===== src/rtl/johnson_cnt_param_if.sv =====
// Control and status bundle for the parametrised Johnson counter.
// The master drives control and observes state; the slave is the counter itself.
interface johnson_cnt_param_if #(
  parameter int unsigned WIDTH = 4
);
  localparam int unsigned PW = $clog2(2 * WIDTH);

  logic             en;
  logic             dir;
  logic             clr;
  logic             load;
  logic [WIDTH-1:0] load_val;
  logic [WIDTH-1:0] q;
  logic [PW-1:0]    phase;
  logic             wrap;
  logic             err;

  modport master (
    output en, dir, clr, load, load_val,
    input  q, phase, wrap, err
  );

  modport slave (
    input  en, dir, clr, load, load_val,
    output q, phase, wrap, err
  );
endinterface


===== src/rtl/johnson_cnt_param.sv =====
// Parametrised up/down Johnson counter with filtered parallel load, registered phase index,
// wrap pulse and sticky illegal-load flag. Sequence length is 2*WIDTH states.
module johnson_cnt_param #(
  parameter int unsigned WIDTH = 4
) (
  input  logic                clk,
  input  logic                n_rst,
  johnson_cnt_param_if.slave  bus
);
  localparam int unsigned PW = $clog2(2 * WIDTH);

  if (WIDTH < 2 || WIDTH > 16) begin : g_bad_width
    $error("johnson_cnt_param: WIDTH must be in 2..16");
  end

  logic [WIDTH-1:0] q_q, q_d;
  logic [PW-1:0]    phase_q, phase_d;
  logic             wrap_q, wrap_d;
  logic             err_q, err_d;
  logic [WIDTH-1:0] fwd, rev;

  // Legal states are a run of ones anchored at bit 0, or its complement.
  function automatic logic is_legal(input logic [WIDTH-1:0] v);
    logic [WIDTH-1:0] inv;
    inv = ~v;
    return ((v & (v + WIDTH'(1))) == '0) || ((inv & (inv + WIDTH'(1))) == '0);
  endfunction

  function automatic logic [PW-1:0] phase_of(input logic [WIDTH-1:0] v);
    int unsigned ones;
    ones = 0;
    for (int i = 0; i < WIDTH; i++) begin
      ones += {31'b0, v[i]};
    end
    if (v[0] || (v == '0)) begin
      return PW'(ones);
    end
    return PW'(2 * WIDTH - ones);
  endfunction

  assign fwd = {q_q[WIDTH-2:0], ~q_q[WIDTH-1]};
  assign rev = {~q_q[0], q_q[WIDTH-1:1]};

  always_comb begin
    q_d    = q_q;
    wrap_d = 1'b0;
    err_d  = err_q;
    if (bus.clr) begin
      q_d   = '0;
      err_d = 1'b0;
    end else if (bus.load) begin
      if (is_legal(bus.load_val)) begin
        q_d = bus.load_val;
      end else begin
        q_d   = '0;
        err_d = 1'b1;
      end
    end else if (bus.en) begin
      if (bus.dir) begin
        q_d    = rev;
        wrap_d = (q_q == '0);
      end else begin
        q_d    = fwd;
        wrap_d = (fwd == '0);
      end
    end
    phase_d = phase_of(q_d);
  end

  always_ff @(posedge clk or negedge n_rst) begin
    if (!n_rst) begin
      q_q     <= '0;
      phase_q <= '0;
      wrap_q  <= 1'b0;
      err_q   <= 1'b0;
    end else begin
      q_q     <= q_d;
      phase_q <= phase_d;
      wrap_q  <= wrap_d;
      err_q   <= err_d;
    end
  end

  assign bus.q     = q_q;
  assign bus.phase = phase_q;
  assign bus.wrap  = wrap_q;
  assign bus.err   = err_q;
endmodule

===== src/flat_wrapper.sv =====
// flat-port wrapper written by rule: the top's interface ports become plain ports
module johnson_cnt_param_flat 
#(
  parameter int unsigned WIDTH = 4
)
  (clk, n_rst, bus_en, bus_dir, bus_clr, bus_load, bus_load_val, bus_q, bus_phase, bus_wrap, bus_err);
  johnson_cnt_param_if #(.WIDTH(WIDTH)) bus_i ();
  input  logic clk;
  input  logic n_rst;
  input wire logic [$bits(bus_i.en)-1:0] bus_en;
  input wire logic [$bits(bus_i.dir)-1:0] bus_dir;
  input wire logic [$bits(bus_i.clr)-1:0] bus_clr;
  input wire logic [$bits(bus_i.load)-1:0] bus_load;
  input wire logic [$bits(bus_i.load_val)-1:0] bus_load_val;
  output wire logic [$bits(bus_i.q)-1:0] bus_q;
  output wire logic [$bits(bus_i.phase)-1:0] bus_phase;
  output wire logic [$bits(bus_i.wrap)-1:0] bus_wrap;
  output wire logic [$bits(bus_i.err)-1:0] bus_err;
  assign bus_i.en = bus_en;
  assign bus_i.dir = bus_dir;
  assign bus_i.clr = bus_clr;
  assign bus_i.load = bus_load;
  assign bus_i.load_val = bus_load_val;
  assign bus_q = bus_i.q;
  assign bus_phase = bus_i.phase;
  assign bus_wrap = bus_i.wrap;
  assign bus_err = bus_i.err;
  johnson_cnt_param #(.WIDTH(WIDTH)) u_core (.clk(clk), .n_rst(n_rst), .bus(bus_i));
endmodule

===== config.mk =====
export PLATFORM = sky130hd
export DESIGN_NAME = johnson_cnt_param_flat
export DESIGN_NICKNAME = d
export VERILOG_FILES = /design/src/rtl/johnson_cnt_param_if.sv /design/src/rtl/johnson_cnt_param.sv /design/src/flat_wrapper.sv
export SDC_FILE = /design/constraint.sdc
export NUM_CORES = 1
export LEC_CHECK = 0
export CAP_MARGIN = 10
export CORE_MARGIN = 2
export CORE_UTILIZATION = 28
export CTS_BUF_LIST = sky130_fd_sc_hd__clkbuf_4 sky130_fd_sc_hd__clkbuf_8
export CTS_CLUSTER_SIZE = 14
export DETAILED_ROUTE_END_ITERATION = 12
export PLACE_DENSITY_LB_ADDON = 0.3
export SLEW_MARGIN = 20
export SYNTH_ARGS = -nofsm -noshare
export SYNTH_HDL_FRONTEND = slang
export SYNTH_SLANG_ARGS = --single-unit

===== constraint.sdc =====
create_clock -name clk -period 2.4 [get_ports clk]
set_input_delay 0.24 -clock clk [delete_from_list [all_inputs] [get_ports clk]]
set_output_delay 0.24 -clock clk [all_outputs]
set_load 0.01 [all_outputs]

-- After elaboration in Yosys (flattened, before gate mapping)
Cells that the tools add are included.
- bits in registers: 9
- input port bits: 10
- add/subtract/negate cells: 6
- eq/ne operators: 1
- multiplexer cells: 15
- bitwise logic cells: 5
- reductions and logical operators: 9
- operator list (operator ; number):
    4-bit zero test ; 5
    4-bit two-way mux ; 5
    4-bit by 1-bit adder with 4-bit output, second input constant ; 2
    4-bit bitwise AND ; 2
    1-bit two-way mux ; 8
    3-bit by 1-bit adder with 3-bit output ; 2
    3-bit two-way mux ; 2
    4-bit inverter ; 1
    1-bit by 3-bit subtractor with 3-bit output, first input constant ; 1
    1-bit by 1-bit adder with 2-bit output ; 1
    1-bit logical OR ; 2
    2-bit inequality test, second input constant ; 1
    1-bit inverter ; 2
    2-bit AND reduction ; 1
    2-bit nonzero test ; 1

-- Logic depth before layout (Yosys ltp)
- depth after elaboration: 13
- depth in mapped cells: 12
- depth with buffers taken out: 12

-- Least setup slack after synthesis
No wires, ideal clock.
- path type: flip-flop to flip-flop
- start: reg u_core.q_q[2] (netlist: u_core.bus.q[2])
- end: reg u_core.phase_q[1] (netlist: u_core.bus.phase[1])
- setup time: 128 ps
- arrival: 2501 ps
- data required time: 2272 ps
- path slack: -229 ps
- cell stages (with the launch flop): 11
- buffers on the path: 0
- clock period less this slack: 2629 ps
- cells stage by stage: dfrtp_1 mux2i_1 a211oi_1 a31oi_1 or2_1 ha_1 fa_1 ha_1 inv_1 ha_1 mux2_1
- word-level cells in the longest chain between the ends: 9
- elaborated cells between the ends (all ways): 13
- RTL lines (element ; RTL line ; RTL):
    from (decl) ; johnson_cnt_param.sv:16 ; logic [WIDTH-1:0] q_q, q_d;
    from (signal assigned) ; johnson_cnt_param.sv:77 ; q_q <= q_d;
    4-bit two-way mux ; johnson_cnt_param.sv:59 ; if (bus.dir) begin
    4-bit two-way mux (*) ; johnson_cnt_param.sv:58 ; end else if (bus.en) begin
    4-bit two-way mux (*) ; johnson_cnt_param.sv:51 ; end else if (bus.load) begin
    4-bit two-way mux (*) ; johnson_cnt_param.sv:48 ; if (bus.clr) begin
    1-bit by 1-bit adder with 2-bit output ; johnson_cnt_param.sv:33 ; ones += {31'b0, v[i]};
    3-bit by 1-bit adder with 3-bit output (2 in a row) ; johnson_cnt_param.sv:33 ;
    1-bit by 3-bit subtractor with 3-bit output or 3-bit two-way mux (tied branches) ; johnson_cnt_param.sv:38, johnson_cnt_param.sv:35 ;
    3-bit two-way mux (*) ; johnson_cnt_param.sv:38 ; return PW'(2 * WIDTH - ones);
    net u_core.phase_d[1] ; johnson_cnt_param.sv:17 ; logic [PW-1:0] phase_q, phase_d;
    to (signal assigned) ; johnson_cnt_param.sv:78 ; phase_q <= phase_d;
    to (decl) ; johnson_cnt_param.sv:17 ;
The timed path passes the listed nets; every way through them passes the cells marked *. The select of a mux whose other input is x is not followed.
A chain may end at the register's enable or synchronous reset.

-- Worst setup path after layout
- start: in bus_load_val[0]
- end: reg u_core.phase_q[2] (netlist: u_core.bus.phase[2])
- word-level cells in the longest chain between the ends: 13
- elaborated cells between the ends (all ways): 20
- RTL lines (element ; RTL line ; RTL):
    from (decl) ; flat_wrapper.sv:14 ; input wire logic [$bits(bus_i.load_val)-1:0] bus_load_val;
    4-bit inverter ; johnson_cnt_param.sv:25 ; inv = ~v;
    4-bit by 1-bit adder with 4-bit output ; johnson_cnt_param.sv:26 ; return ((v & (v + WIDTH'(1))) == '0) || ((inv & (inv + WIDTH'(1))) == '0);
    4-bit bitwise AND ; johnson_cnt_param.sv:26 ;
    4-bit zero test ; johnson_cnt_param.sv:26 ;
    1-bit logical OR ; johnson_cnt_param.sv:26 ;
    4-bit two-way mux (*) ; johnson_cnt_param.sv:52 ; if (is_legal(bus.load_val)) begin
    4-bit two-way mux (*) ; johnson_cnt_param.sv:51 ;
    4-bit two-way mux (*) ; johnson_cnt_param.sv:48 ;
    1-bit by 1-bit adder with 2-bit output ; johnson_cnt_param.sv:33 ;
    3-bit by 1-bit adder with 3-bit output (2 in a row) ; johnson_cnt_param.sv:33 ;
    1-bit by 3-bit subtractor with 3-bit output or 3-bit two-way mux (tied branches) ; johnson_cnt_param.sv:38, johnson_cnt_param.sv:35 ;
    3-bit two-way mux (*) ; johnson_cnt_param.sv:38 ;
    net u_core.phase_d[2] ; johnson_cnt_param.sv:17 ;
Marks and branches as above.

==> impl_metrics.ini <==
[outcome]
outcome = complete, but fails checks
violations = setup timing

[floorplan]
initial_utilization = 0.3018
dieArea_um2 = 2522
coreArea_um2 = 1982
dieWidth_um = 50.22
num_rows = 16
num_io_pins = 19
die_y_um = 50.22

[synth]
synthFlopType = dfrtp_1
ys_top_cells_by_area = dfrtp_1 (38%), ha_1 (8.4%), mux2_1 (5.6%)
ys_ff_latch = 9
synth_top_cell_area_share = 0.3766
synth-edff-count = 0
async_flop_share = 1.000
avgSynthCellArea_um2 = 9.968
yosysSeqAreaShare = 0.3766
synth_cell_types = 27
synth_nets = 75
netlist_instances = 60
yosys_warnings = 0
yosysTopAreaCell = dfrtp_1
syn_area_um2 = 598.1

[sta]
clock.fmax_ghz = 0.3967
maxSlewViolCount = 0
finalSetupViolations = 2
setup_slack_ps = -120.6
max_slew.worst_pin.slew_ps = 396.0
finalSetupTns_ps = -229.8
slew_headroom = 0.7352
whs_ps = 273.3
clock_skew_ps = 2.616
rsz0062_at_grt = true
period_minus_slack_ps = 2521
finalCritPeriodShare = 1.050
hold_violations = 0

[clock_tree]
clk_pin_slew_ps = 60
cts_max_level = 1
cts_buffer_depth = 2
cts_sinks = 9
clockRootBuffer = clkbuf_4
cts_tree = done
clkLatencyLatePin_ps = 260
numCtsBuffers = 3

[placement]
place_hpwl_um = 1266
place_area_um2 = 1012
globalplace.congestion = 0.7874
portBuffers = 18

[critical_path]
path_class = input pin to flip-flop
startpoint_type = input pin
end_kind = flip-flop
cp_max_fo = 3
crit_required_ps = 2580
cp.arrival_ps = 2700

[finish]
fillers = 175
final_nets = 121
drive_gt1_frac = 0.4381
syn_to_final_growth_pct = 82.85
fin_area_um2 = 1094
antenna_cells = 0

[hold_path]
hp-class = input pin to asynchronous set/reset pin

[global_routing]
grt_max_degree = 10
grt_first_pass_wirelength_um = 2656
antenna_found_initial = 0
overflow = 0
grt_pass1_vias = 645
grt_util_all_layers = 0.1401

[drt]
ant_nets = 0
drt_iter0_drc = 6
drt-total-wl_um = 1541
via_count = 616
drc = 0
vias_per_cell = 4.667
firstDrtPassIters = 4
wl_per_cell_um = 11.67

[power_and_ir_drop]
p_per_area_nw_per_um2 = 469.4
p_leak_nw = 0.5128
irDropWorstVdd_v = 0.0004631
total_power_mw = 0.5134

[job]
maxCapViolCount = 0
[final cells by class]
| cell class | instances | area, µm² | share of cell area |
|---|---|---|---|
| repair buffers | 43 | 362.8 | 0.3318 |
| flip-flops and latches | 9 | 225.2 | 0.2059 |
| inverters | 6 | 22.52 | 0.02059 |
| multi-input cells | 43 | 419.2 | 0.3833 |
| well taps | 27 | 33.78 | 0.03089 |
| clock buffers | 4 | 30.03 | 0.02746 |
[synthesized netlist by cell type (2+ instances only)]
library cell / instances
a31oi_1: 3
dfrtp_1: 9
ha_1: 4
inv_1: 6
mux2_1: 3
mux2i_1: 2
nand2_1: 3
nor2_1: 8
nor3_1: 2
o21ai_0: 3
[per-stage QoR]
stage / cells / setup slack, ps / util
after detailed placement: 125 / -813.0 / 0.5107
after global routing: 132 / -228.3 / 0.5518
after floorplan: 60 / -125.5 / -
final: 132 / -120.6 / 0.5518
after global placement: 125 / -763.6 / 0.5107
after CTS: 131 / -102.4 / 0.5429
[critical path, cell delays in order]
cell and delay [ps]:
clkdlybuf4s15_2 220, mux2_4 320, o21ai_4 150, a31oi_2 120, or2_1 260, ha_4 220
fa_2 350, ha_4 280, inv_2 40, ha_4 140, a311oi_2 210, xor2_1 160
[per-layer routing]
layer  routed length, µm  track usage
met1                 663       0.1518
met2                 805       0.2588
met3                  72      0.05060
met4                   0      0.02778
met5                   0            0
[logic make-up (layout without fill, tap and decap cells)]
group / Yosys count / after routing / synth area share
DFF: 9 / 9 / 0.3766
AOI/OAI and AO/OA: 14 / 14 / 0.1883
adders and majority gates: 5 / 5 / 0.1172
buffers and inverters: 8 / 53 / 0.06484
and+or+nand+nor: 17 / 17 / 0.1339
xor gates and xnor gates: 2 / 2 / 0.02929
muxes: 5 / 5 / 0.08996
[flip-flops by register name, indices dropped and copies added (netlist names)]
name and count:
u_core.bus.q 4, u_core.bus.err 1, u_core.bus.phase 3, u_core.bus.wrap 1
[power breakdown]
part / switching [mW] / internal [mW] / leakage [nW]
registers: 0.00651 / 0.170 / 0.119
logic: 0.0873 / 0.124 / 0.376
clock network: 0.0504 / 0.0752 / 0.0184
[timing repair]
| action | CTS | global route |
|---|---|---|
| setup buffers | 2 | 1 |
| pin swaps | 8 | 0 |
| setup endpoints to repair | 2 | 2 |
| resized for setup | 15 | 3 |
| hold buffers | 0 | 0 |
[layout by cell type, fill, tap and decap left out, types with 2 or more instances in the layout]
master / count
clkbuf_4: 4
inv_2: 2
nor3_1: 2
dlygate4sd2_1: 5
dfrtp_1: 9
o21ai_0: 3
a31oi_1: 2
nand2_1: 2
nor2_1: 8
inv_1: 4
ha_4: 3
mux2_4: 3
clkdlybuf4s50_1: 11
buf_4: 25
[final timing paths]
| check | startpoint | endpoint | slack, ps | cells past startpoint |
|---|---|---|---|---|
| max | bus_load_val[0] | u_core.bus.phase[2]$_DFF_PN0_ | -120 | 12 |
| min in group clk | bus_load | u_core.bus.wrap$_DFF_PN0_ | 480 | 2 |
| min reg2reg | u_core.bus.err$_DFFE_PN0P_ | u_core.bus.err$_DFFE_PN0P_ | 590 | 2 |
| max in group asynchronous | n_rst | u_core.bus.q[1]$_DFF_PN0_ | 1850 | 1 |
| max reg2reg | u_core.bus.q[0]$_DFF_PN0_ | u_core.bus.phase[2]$_DFF_PN0_ | -100 | 11 |
| min | n_rst | u_core.bus.phase[1]$_DFF_PN0_ | 270 | 1 |
No activity file was read; power rests on OpenSTA's default activity.
